===== src/rtl/ssd_xfer_sequencer_if.sv =====
// Command-layer handshake bundle for ssd_xfer_sequencer.
//   cmd_valid/cmd_ready : request handshake (sequencer -> command layer)
//   cmd_wr              : 1=write, 0=read, meaningful with cmd_valid
//   cmd_lba/cmd_cnt     : start LBA and sector count of the command
//   cmd_done/cmd_err    : 1-cycle completion pulse, err qualifies done
// master = sequencer side, slave = command layer side.
interface ssd_xfer_sequencer_if #(
  parameter int LBA_W = 48,
  parameter int CNT_W = 16
);
  logic             cmd_valid;
  logic             cmd_ready;
  logic             cmd_wr;
  logic [LBA_W-1:0] cmd_lba;
  logic [CNT_W-1:0] cmd_cnt;
  logic             cmd_done;
  logic             cmd_err;

  modport master (
    output cmd_valid, cmd_wr, cmd_lba, cmd_cnt,
    input  cmd_ready, cmd_done, cmd_err
  );

  modport slave (
    input  cmd_valid, cmd_wr, cmd_lba, cmd_cnt,
    output cmd_ready, cmd_done, cmd_err
  );
endinterface


===== src/rtl/ssd_xfer_sequencer.sv =====
// ssd_xfer_sequencer: turns a write/read request over an inclusive LBA range
// into a series of commands of at most MAX_SECT sectors, one in flight at a
// time, with range check, abort and completion status.
// Ports:
//   clk, nRST            clock, async active-low reset
//   sw_wr, sw_rd, abort  async levels; sw_wr/sw_rd rising edge starts a transfer
//   lba_begin, lba_end   inclusive range, sampled at start
//   cmd                  command-layer handshake (master modport)
//   busy                 transfer in progress
//   nWRpRD               0=write, 1=read, held for the transfer
//   done, err            1-cycle completion pulses
//   sect_done            sectors completed in the current/last transfer
module ssd_xfer_sequencer #(
  parameter int LBA_W       = 48,
  parameter int CNT_W       = 16,
  parameter int MAX_SECT    = 256,
  parameter int SYNC_STAGES = 2
) (
  input  logic                 clk,
  input  logic                 nRST,
  input  logic                 sw_wr,
  input  logic                 sw_rd,
  input  logic                 abort,
  input  logic [LBA_W-1:0]     lba_begin,
  input  logic [LBA_W-1:0]     lba_end,
  ssd_xfer_sequencer_if.master cmd,
  output logic                 busy,
  output logic                 nWRpRD,
  output logic                 done,
  output logic                 err,
  output logic [LBA_W:0]       sect_done
);
  localparam int RW = LBA_W + 1;
  localparam logic [RW-1:0]    MAX_R = RW'(MAX_SECT);
  localparam logic [CNT_W-1:0] MAX_C = CNT_W'(MAX_SECT);

  typedef enum logic [1:0] {S_IDLE, S_CHECK, S_ISSUE, S_WAIT} state_t;

  // ---- synchronisers: bit0 sw_wr, bit1 sw_rd, bit2 abort ----
  logic [SYNC_STAGES-1:0][2:0] sync_q;
  logic [2:0]                  lvl_prev_q;
  logic [2:0]                  lvl;
  logic                        start_wr, start_rd, abort_lvl;

  assign lvl       = sync_q[SYNC_STAGES-1];
  assign start_wr  = lvl[0] & ~lvl_prev_q[0];
  assign start_rd  = lvl[1] & ~lvl_prev_q[1];
  assign abort_lvl = lvl[2];

  always_ff @(posedge clk or negedge nRST) begin
    if (!nRST) begin
      sync_q     <= '0;
      lvl_prev_q <= '0;
    end else begin
      sync_q[0] <= {abort, sw_rd, sw_wr};
      for (int i = 1; i < SYNC_STAGES; i++) sync_q[i] <= sync_q[i-1];
      lvl_prev_q <= lvl;
    end
  end

  // ---- transfer state ----
  state_t           state_q;
  logic [LBA_W-1:0] beg_q, end_q, cur_lba_q;
  logic [RW-1:0]    rem_q, sect_q;
  logic             abort_q, busy_q, nwrprd_q, done_q, err_q;
  logic             cvalid_q, cwr_q;
  logic [LBA_W-1:0] clba_q;
  logic [CNT_W-1:0] ccnt_q;

  // Span is computed one bit wider so a full 0..2**LBA_W-1 range fits.
  logic [RW-1:0]    span_d, rem_d;
  logic [LBA_W-1:0] lba_d;

  assign span_d = {1'b0, end_q} - {1'b0, beg_q} + RW'(1);
  assign rem_d  = rem_q - RW'(ccnt_q);
  assign lba_d  = cur_lba_q + LBA_W'(ccnt_q);

  function automatic logic [CNT_W-1:0] chunk(input logic [RW-1:0] r);
    chunk = (r > MAX_R) ? MAX_C : r[CNT_W-1:0];
  endfunction

  always_ff @(posedge clk or negedge nRST) begin
    if (!nRST) begin
      state_q   <= S_IDLE;
      beg_q     <= '0;
      end_q     <= '0;
      cur_lba_q <= '0;
      rem_q     <= '0;
      sect_q    <= '0;
      abort_q   <= 1'b0;
      busy_q    <= 1'b0;
      nwrprd_q  <= 1'b0;
      done_q    <= 1'b0;
      err_q     <= 1'b0;
      cvalid_q  <= 1'b0;
      cwr_q     <= 1'b0;
      clba_q    <= '0;
      ccnt_q    <= '0;
    end else begin
      done_q <= 1'b0;
      err_q  <= 1'b0;
      case (state_q)
        S_IDLE: begin
          abort_q <= 1'b0;
          if (start_wr || start_rd) begin
            beg_q    <= lba_begin;
            end_q    <= lba_end;
            nwrprd_q <= ~start_wr;   // write wins on simultaneous edges
            sect_q   <= '0;
            state_q  <= S_CHECK;
          end
        end
        S_CHECK: begin
          if (beg_q > end_q) begin
            err_q   <= 1'b1;
            state_q <= S_IDLE;
          end else begin
            cur_lba_q <= beg_q;
            rem_q     <= span_d;
            busy_q    <= 1'b1;
            cvalid_q  <= 1'b1;
            cwr_q     <= ~nwrprd_q;
            clba_q    <= beg_q;
            ccnt_q    <= chunk(span_d);
            state_q   <= S_ISSUE;
          end
        end
        S_ISSUE: begin
          // cvalid_q is always set here, so ready alone completes the handshake.
          if (abort_lvl) abort_q <= 1'b1;
          if (cmd.cmd_ready) begin
            cvalid_q <= 1'b0;
            state_q  <= S_WAIT;
          end
        end
        S_WAIT: begin
          if (abort_lvl) abort_q <= 1'b1;
          if (cmd.cmd_done) begin
            if (cmd.cmd_err) begin
              err_q   <= 1'b1;
              busy_q  <= 1'b0;
              abort_q <= 1'b0;
              state_q <= S_IDLE;
            end else begin
              cur_lba_q <= lba_d;
              rem_q     <= rem_d;
              sect_q    <= sect_q + RW'(ccnt_q);
              if (rem_d == '0) begin
                // range finished: a pending abort no longer matters
                done_q  <= 1'b1;
                busy_q  <= 1'b0;
                abort_q <= 1'b0;
                state_q <= S_IDLE;
              end else if (abort_q || abort_lvl) begin
                err_q   <= 1'b1;
                busy_q  <= 1'b0;
                abort_q <= 1'b0;
                state_q <= S_IDLE;
              end else begin
                cvalid_q <= 1'b1;
                clba_q   <= lba_d;
                ccnt_q   <= chunk(rem_d);
                state_q  <= S_ISSUE;
              end
            end
          end
        end
        default: state_q <= S_IDLE;
      endcase
    end
  end

  assign cmd.cmd_valid = cvalid_q;
  assign cmd.cmd_wr    = cwr_q;
  assign cmd.cmd_lba   = clba_q;
  assign cmd.cmd_cnt   = ccnt_q;
  assign busy          = busy_q;
  assign nWRpRD        = nwrprd_q;
  assign done          = done_q;
  assign err           = err_q;
  assign sect_done     = sect_q;
endmodule


===== src/flat_wrapper.sv =====
// flat-port wrapper written by rule: the top's interface ports become plain ports
module ssd_xfer_sequencer_flat 
#(
  parameter int LBA_W       = 48,
  parameter int CNT_W       = 16,
  parameter int MAX_SECT    = 256,
  parameter int SYNC_STAGES = 2
)
  (clk, nRST, sw_wr, sw_rd, abort, lba_begin, lba_end, busy, nWRpRD, done, err, sect_done, cmd_cmd_valid, cmd_cmd_wr, cmd_cmd_lba, cmd_cmd_cnt, cmd_cmd_ready, cmd_cmd_done, cmd_cmd_err);
  ssd_xfer_sequencer_if #(.LBA_W(LBA_W), .CNT_W(CNT_W)) cmd_i ();
  input  logic clk;
  input  logic nRST;
  input  logic sw_wr;
  input  logic sw_rd;
  input  logic abort;
  input  logic [LBA_W-1:0] lba_begin;
  input  logic [LBA_W-1:0] lba_end;
  output logic busy;
  output logic nWRpRD;
  output logic done;
  output logic err;
  output logic [LBA_W:0] sect_done;
  output wire logic [$bits(cmd_i.cmd_valid)-1:0] cmd_cmd_valid;
  output wire logic [$bits(cmd_i.cmd_wr)-1:0] cmd_cmd_wr;
  output wire logic [$bits(cmd_i.cmd_lba)-1:0] cmd_cmd_lba;
  output wire logic [$bits(cmd_i.cmd_cnt)-1:0] cmd_cmd_cnt;
  input wire logic [$bits(cmd_i.cmd_ready)-1:0] cmd_cmd_ready;
  input wire logic [$bits(cmd_i.cmd_done)-1:0] cmd_cmd_done;
  input wire logic [$bits(cmd_i.cmd_err)-1:0] cmd_cmd_err;
  assign cmd_cmd_valid = cmd_i.cmd_valid;
  assign cmd_cmd_wr = cmd_i.cmd_wr;
  assign cmd_cmd_lba = cmd_i.cmd_lba;
  assign cmd_cmd_cnt = cmd_i.cmd_cnt;
  assign cmd_i.cmd_ready = cmd_cmd_ready;
  assign cmd_i.cmd_done = cmd_cmd_done;
  assign cmd_i.cmd_err = cmd_cmd_err;
  ssd_xfer_sequencer #(.LBA_W(LBA_W), .CNT_W(CNT_W), .MAX_SECT(MAX_SECT), .SYNC_STAGES(SYNC_STAGES)) u_core (.clk(clk), .nRST(nRST), .sw_wr(sw_wr), .sw_rd(sw_rd), .abort(abort), .lba_begin(lba_begin), .lba_end(lba_end), .cmd(cmd_i), .busy(busy), .nWRpRD(nWRpRD), .done(done), .err(err), .sect_done(sect_done));
endmodule

===== config.mk =====
export PLATFORM = sky130hd
export DESIGN_NAME = ssd_xfer_sequencer_flat
export DESIGN_NICKNAME = d
export VERILOG_FILES = /design/src/rtl/ssd_xfer_sequencer_if.sv /design/src/rtl/ssd_xfer_sequencer.sv /design/src/flat_wrapper.sv
export SDC_FILE = /design/constraint.sdc
export NUM_CORES = 1
export LEC_CHECK = 0
export ABC_AREA = 1
export BUFFER_PORTS_ARGS = -buffer_cell sky130_fd_sc_hd__buf_2
export CORE_ASPECT_RATIO = 1.25
export CORE_MARGIN = 2
export CORE_UTILIZATION = 60
export DETAILED_ROUTE_END_ITERATION = 8
export PLACE_DENSITY = 0.8
export SETUP_SLACK_MARGIN = 0.4
export SYNTH_ARGS = -nofsm -noshare
export SYNTH_HDL_FRONTEND = slang
export SYNTH_SLANG_ARGS = --single-unit

===== constraint.sdc =====
create_clock -name clk -period 5.2 [get_ports clk]
set_clock_uncertainty 0.2 [all_clocks]
set_input_delay 0.78 -clock clk [delete_from_list [all_inputs] [get_ports clk]]
set_output_delay 0.78 -clock clk [all_outputs]
set_load 0.005 [all_outputs]

==> results of run 1 <==
==> worst paths after layout <==
kind / start / to / slack (ps) / depth (start not counted)
max: u_core.cmd.cmd_cnt[1] / u_core.cmd.cmd_lba[35] / 910 / 19
min: nRST / u_core.rem_q[27] / 70 / 1
min reg2reg: u_core.sync_q[1] / u_core.lvl[1] / 150 / 0
max in group asynchronous: nRST / u_core.state_q[0] / 3510 / 2
max reg2reg: u_core.cmd.cmd_cnt[1] / u_core.cmd.cmd_lba[35] / 910 / 19
min in group clk: sw_rd / u_core.sync_q[1] / 110 / 1
==> cells by family after synthesis <==
| group | synth area share (%) |
|---|---|
| DFF | 32.1 |
| and+or+nand+nor | 33.4 |
| xor gates and xnor gates | 2.16 |
| adders and majority gates | 9.99 |
| buffers and inverters | 10.1 |
| AOI/OAI and AO/OA | 12.2 |
==> state kept, by name, summed over array words and instances, names as in the netlist <==
signal                count
u_core.rem_q             49
u_core.sect_done         49
u_core.beg_q             48
u_core.cmd.cmd_lba       48
u_core.cur_lba_q         48
u_core.end_q             48
u_core.cmd.cmd_cnt       16
u_core.lvl                3
u_core.sync_q             3
u_core.lvl_prev_q         2
u_core.state_q            2
u_core.abort_q            1
u_core.busy               1
u_core.cmd.cmd_valid      1
u_core.cmd.cmd_wr         1
u_core.done               1
u_core.err                1
u_core.nWRpRD             1
==> final cells by class <==
cell class,instances,area share (%)
Tap cell,552,2.47
Multi-Input combinational cell,2863,52.0
Timing Repair Buffer,239,4.55
Inverter,578,7.77
Clock inverter,21,0.805
Sequential cell,323,28.9
Clock buffer,44,3.47
==> layer usage <==
metal | vias to the layer above | track usage [%] | routed length (um)
met2 | 1006 | 61.7 | 37400
met3 | 213 | 5.49 | 5770
met4 | 2 | 21.0 | 5040
li1 | 12600 | - | -
met1 | 11700 | 45.1 | 32000
met5 | - | 0 | 7
==> cell usage after synthesis (all sizes together) (2+ instances only) <==
master | instances | share of area, %
inv | 577 | 8.6
or2 | 5 | 0.12
and2 | 5 | 0.12
nand2 | 1292 | 20
nor3 | 65 | 1.3
a31oi | 9 | 0.25
nand4 | 69 | 1.7
o22ai | 8 | 0.20
o31ai | 6 | 0.18
o21a | 7 | 0.21
ha | 193 | 9.6
a22o | 2 | 0.070
a21oi | 180 | 3.6
buf | 23 | 0.65
nor4 | 17 | 0.42
o21bai | 6 | 0.18
a21boi | 5 | 0.15
nor3b | 3 | 0.089
a21o | 5 | 0.15
fa | 5 | 0.40
xor2 | 43 | 1.5
o21ai | 342 | 6.8
o211ai | 9 | 0.27
xnor2 | 19 | 0.66
clkbuf | 58 | 0.87
nor2 | 357 | 5.7
nand3 | 199 | 4.0
nand3b | 8 | 0.24
dfrtp | 323 | 32
==> stage by stage <==
step,instance area [um^2],util (%)
finish,28000,67.8
CTS,28000,67.8
detailed placement,26800,64.9
floorplan,25200,-
global placement,26800,64.9
global route,28000,67.8
==> critical path, cell delays in order (launching register included) <==
cell	delay (ps)
dfrtp_1	540
inv_1	200
fa_1	530
nand3_1	120
nand3_1	150
nand2_1	120
nand2_2	120
nand2_2	140
nand2_1	90
nand2_1	70
nand2_1	80
nor2_1	100
nand2_1	90
nor2_1	110
nand4_1	170
nor2_2	160
nand3_2	190
nand2_4	400
buf_4	420
o21ai_0	160
==> impl_metrics.tcl, run 1 <==
set metrics [dict create \
    antenna_cells 0 \
    timing.fmax_mhz 233 \
    timing.final.crit_share_pct 82.5 \
    htreeDepth 2 \
    hpwl_um 63600 \
    max_slew_margin_pct 37.8 \
    drive_gt1_share_pct 10.1 \
    synth_seq_cells 323 \
    cp.arrival_ps 4540 \
    drt-initial-drc-count 2160 \
    cts_resized 0 \
    synth-main-ff-cell "dfrtp_1" \
    place_congestion 1.05 \
    status "complete, no violations" \
    hold_path_class "primary input to asynchronous set/reset pin" \
    grt_overflow 0 \
    ys_seq_area_share_pct 32.1 \
    final_common_cell "nand2_1" \
    ys_warn_count 0 \
    setup_ws_ps 908 \
    dr.pass1.iters 6 \
    synth_cells 3845 \
    setup_viol 0 \
    dp.cells 4555 \
    pin_count 223 \
    path_max_fanout 34 \
    async_flop_share_pct 100 \
    nFillCells 3792 \
    drc 0 \
    vias 25500 \
    coreArea_um2 41200 \
    die_x_um 187 \
    synth-edff-count 0 \
    synth_cell_type_count 50 \
    hold_slack_ps 74.6 \
    drv_slew 0 \
    grt_start_max_net_pins 122 \
    clock_path_buffers 3 \
    postCtsSetupBuffers 0 \
    viasPerCell 5.53 \
    fin_tns_setup_ps 0 \
    hold_viol_final 0 \
    cp-end-kind "flip-flop" \
    startpoint_type "flip-flop" \
    cts.clk_slew.worst_paths_ps 60 \
    synth.cell_area_um2 25200 \
    cts_made_buffers 36 \
    antenna_found_initial 2 \
    required_ps 5440 \
    ff_latch_area_um2 8080 \
    die_h_um 233 \
    syn_avg_cell_area_um2 6.55 \
    grt.total_usage_pct 36.7 \
    grt_first_pass_wirelength_um 126000 \
    start_util_pct 61.0 \
    wirelength_um 80200 \
    cts_root_buf "clkbuf_16" \
    dp_slack_ps 920 \
    fin_nets 4343 \
    cts_tree "built" \
    area_delta_synth_final_pct 11.2 \
    cts.sinks 323 \
    routedWlPerCell_um 17.4 \
    grt_setup_unrepaired "no" \
    first_global_vias 23900 \
    tightest_slew_ps 933 \
    io_buffers 222 \
    layout_common_cells "1262 x nand2_1, 546 x inv_1, 334 x o21ai_0" \
    insertion_delay_ps 580 \
    syn-num-nets 4147 \
    drv_cap 0 \
    fin_cells 4620 \
    crit_type "flip-flop to flip-flop" \
    cts_hold_buf 0 \
    rows 83 \
    detail-route-antenna-nets 0 \
    dieArea_um2 43600 \
    period_minus_slack_ps 4290 \
    multi_input_area_um2 14600 \
]
Power of run 1 is not shown: default switching activity piles up to over one toggle a cycle in this logic, so the estimate is an artifact.
==> run 2, diff against run 1 <==
--- a/config.mk
+++ b/config.mk
@@ -9,9 +9,9 @@
 export BUFFER_PORTS_ARGS = -buffer_cell sky130_fd_sc_hd__buf_2
 export CORE_ASPECT_RATIO = 1.25
 export CORE_MARGIN = 2
-export CORE_UTILIZATION = 60
+export CORE_UTILIZATION = 56
 export DETAILED_ROUTE_END_ITERATION = 8
-export PLACE_DENSITY = 0.8
+export PLACE_DENSITY = 0.79
 export SETUP_SLACK_MARGIN = 0.4
 export SYNTH_ARGS = -nofsm -noshare
 export SYNTH_HDL_FRONTEND = slang
==> constraint.sdc (replaced) <==
create_clock -name clk -period 3.5 [get_ports clk]
set_clock_uncertainty 0.2 [all_clocks]
set_input_delay 0.525 -clock clk [delete_from_list [all_inputs] [get_ports clk]]
set_output_delay 0.525 -clock clk [all_outputs]
set_load 0.005 [all_outputs]
==> impl_metrics.tcl, run 2 (synthesized netlist as in run 1, its figures left out) <==
set metrics [dict create \
    cts_made_buffers 36 \
    insertion_delay_ps 590 \
    setup_viol 0 \
    die_h_um 241 \
    clock_path_buffers 3 \
    use_met1_pct 44.1 \
    viasPerCell 5.84 \
    cp_slowest_cell "dfrtp_1" \
    pin_count 223 \
    top_usage_layer "met2" \
    first_global_vias 27400 \
    start_util_pct 56.9 \
    htreeDepth 2 \
    use_met2_pct 66.4 \
    io_buffers 222 \
    timing.final.crit_share_pct 99.9 \
    rows 86 \
    hold_slack_ps -1.31 \
    fin_cells 5021 \
    crit_type "flip-flop to flip-flop" \
    coreArea_um2 44200 \
    dieArea_um2 46700 \
    cp-end-kind "flip-flop" \
    timing.fmax_mhz 286 \
    drive_gt1_share_pct 26.5 \
    vias 29300 \
    hold_viol_final 1 \
    use_met3_pct 5.66 \
    crit_top_cell "nand2_1" \
    grt_setup_unrepaired "yes" \
    antenna_found_initial 2 \
    grt_overflow 0 \
    final_common_cell "nand2_1" \
    worstPathCellList "inv_1, ha_1, ha_4, a21oi_1, o21ai_0, inv_1, nand2_1, buf_4, a21oi_2, nand3_1, nand2_1, nand2_2, nor2_2, nand2_1, nor2_2, nand4_1, nand2_4, nand2_2, a21oi_2" \
    hpwl_um 66000 \
    startpoint_type "flip-flop" \
    cts_tree "built" \
    grt.total_usage_pct 38.6 \
    max_slew_margin_pct 46.4 \
    dp.cells 4825 \
    dr.pass1.iters 9 \
    drc 0 \
    fin_nets 4723 \
    drv_cap 0 \
    drv_slew 0 \
    cts.clk_slew.worst_paths_ps 80 \
    period_minus_slack_ps 3500 \
    status "finished with violations" \
    place_congestion 1.05 \
    detail-route-antenna-nets 0 \
    required_ps 3810 \
    routedWlPerCell_um 19.7 \
    grt_first_pass_wirelength_um 143000 \
    area_delta_synth_final_pct 35.5 \
    hold_path_class "primary input to flip-flop" \
    tightest_slew_ps 803 \
    wirelength_um 98700 \
    cts.sinks 323 \
    cp.arrival_ps 3800 \
    path_max_fanout 8 \
    max_stage_delay_ps 440 \
    cts_root_buf "clkbuf_16" \
    violations "hold timing" \
    layout_common_cells "1149 x nand2_1, 500 x inv_1, 320 x dfrtp_1" \
    drt-initial-drc-count 3171 \
    grt_start_max_net_pins 193 \
    die_x_um 194 \
]
## run 2: cell types whose count changed in the layout (fill, tap and decap cells not counted), moves of 35 or more
cell and change:
buf_4 +280, ha_1 -116, nand2_1 -113, ha_4 +102
nand2_2 +90, dlygate4sd3_1 +73, nor2_1 -71, inv_2 +47
inv_1 -46, a21oi_1 -43, nor2_2 +43, a21oi_2 +39
nand3_1 -35
## run 2: stage by stage
stage	util [%]	hold WS, ps	setup TNS [ps]	instance area, um^2	setup WS [ps]
after floorplan	-	29.4	0	25200	407
after global placement	65.3	132	-2120	28900	-97.2
after detailed placement	65.3	137	-3680	28900	-147
after CTS	73.5	0.790	0	32500	166
after global routing	77.1	23.3	-3050	34100	-137
final	77.1	-1.31	0	34100	3.33
## run 2: worst max-delay path: cells and delay by family (launching register included)
family                     cells  cell delay [ps]
buffers and inverters          3              400
adders and majority gates      2              490
and+or+nand+nor               10             1140
AOI/OAI and AO/OA              4              740
DFF                            1              440
## run 2: area by class of cell
class	count	area [um^2]
Timing Repair Buffer	618	4600
Antenna cell	2	5.00
Multi-Input combinational cell	2864	17300
Fill cell	3061	10100
Clock buffer	54	1110
Tap cell	572	716
Sequential cell	323	8090
Clock inverter	10	96.3
Inverter	578	2180
## run 2: final timing paths
check,slack (ps),cells after the start,end,start
min reg2reg,160,0,u_core.lvl[0],u_core.sync_q[0]
max,3,19,u_core.cmd.cmd_cnt[4],u_core.beg_q[35]
max reg2reg,3,19,u_core.cmd.cmd_cnt[4],u_core.beg_q[35]
max in group asynchronous,1810,3,u_core.sect_done[32],nRST
min,-1,3,u_core.beg_q[24],lba_begin[24]
min in group asynchronous,340,2,u_core.cmd.cmd_cnt[9],nRST
## run 2: layer usage
layer  up-vias  share of wire [%]  wire, um
met4         0                9.3      9150
met5         -                  0         0
met3       570                8.5      8350
met1     13500                 35     34900
li1      13400                  -         -
met2      1775                 47     46300
## run 2: repair_timing
action                     in CTS  in global routing
hold buffers                   73                  0
hold endpoints to repair      139                  0
cloned                          4                  0
resized for setup             259                343
pin swaps                      47                 90
setup endpoints to repair     180                194
buffers inserted               30                 23
Power of run 2 is left out for the same reason.
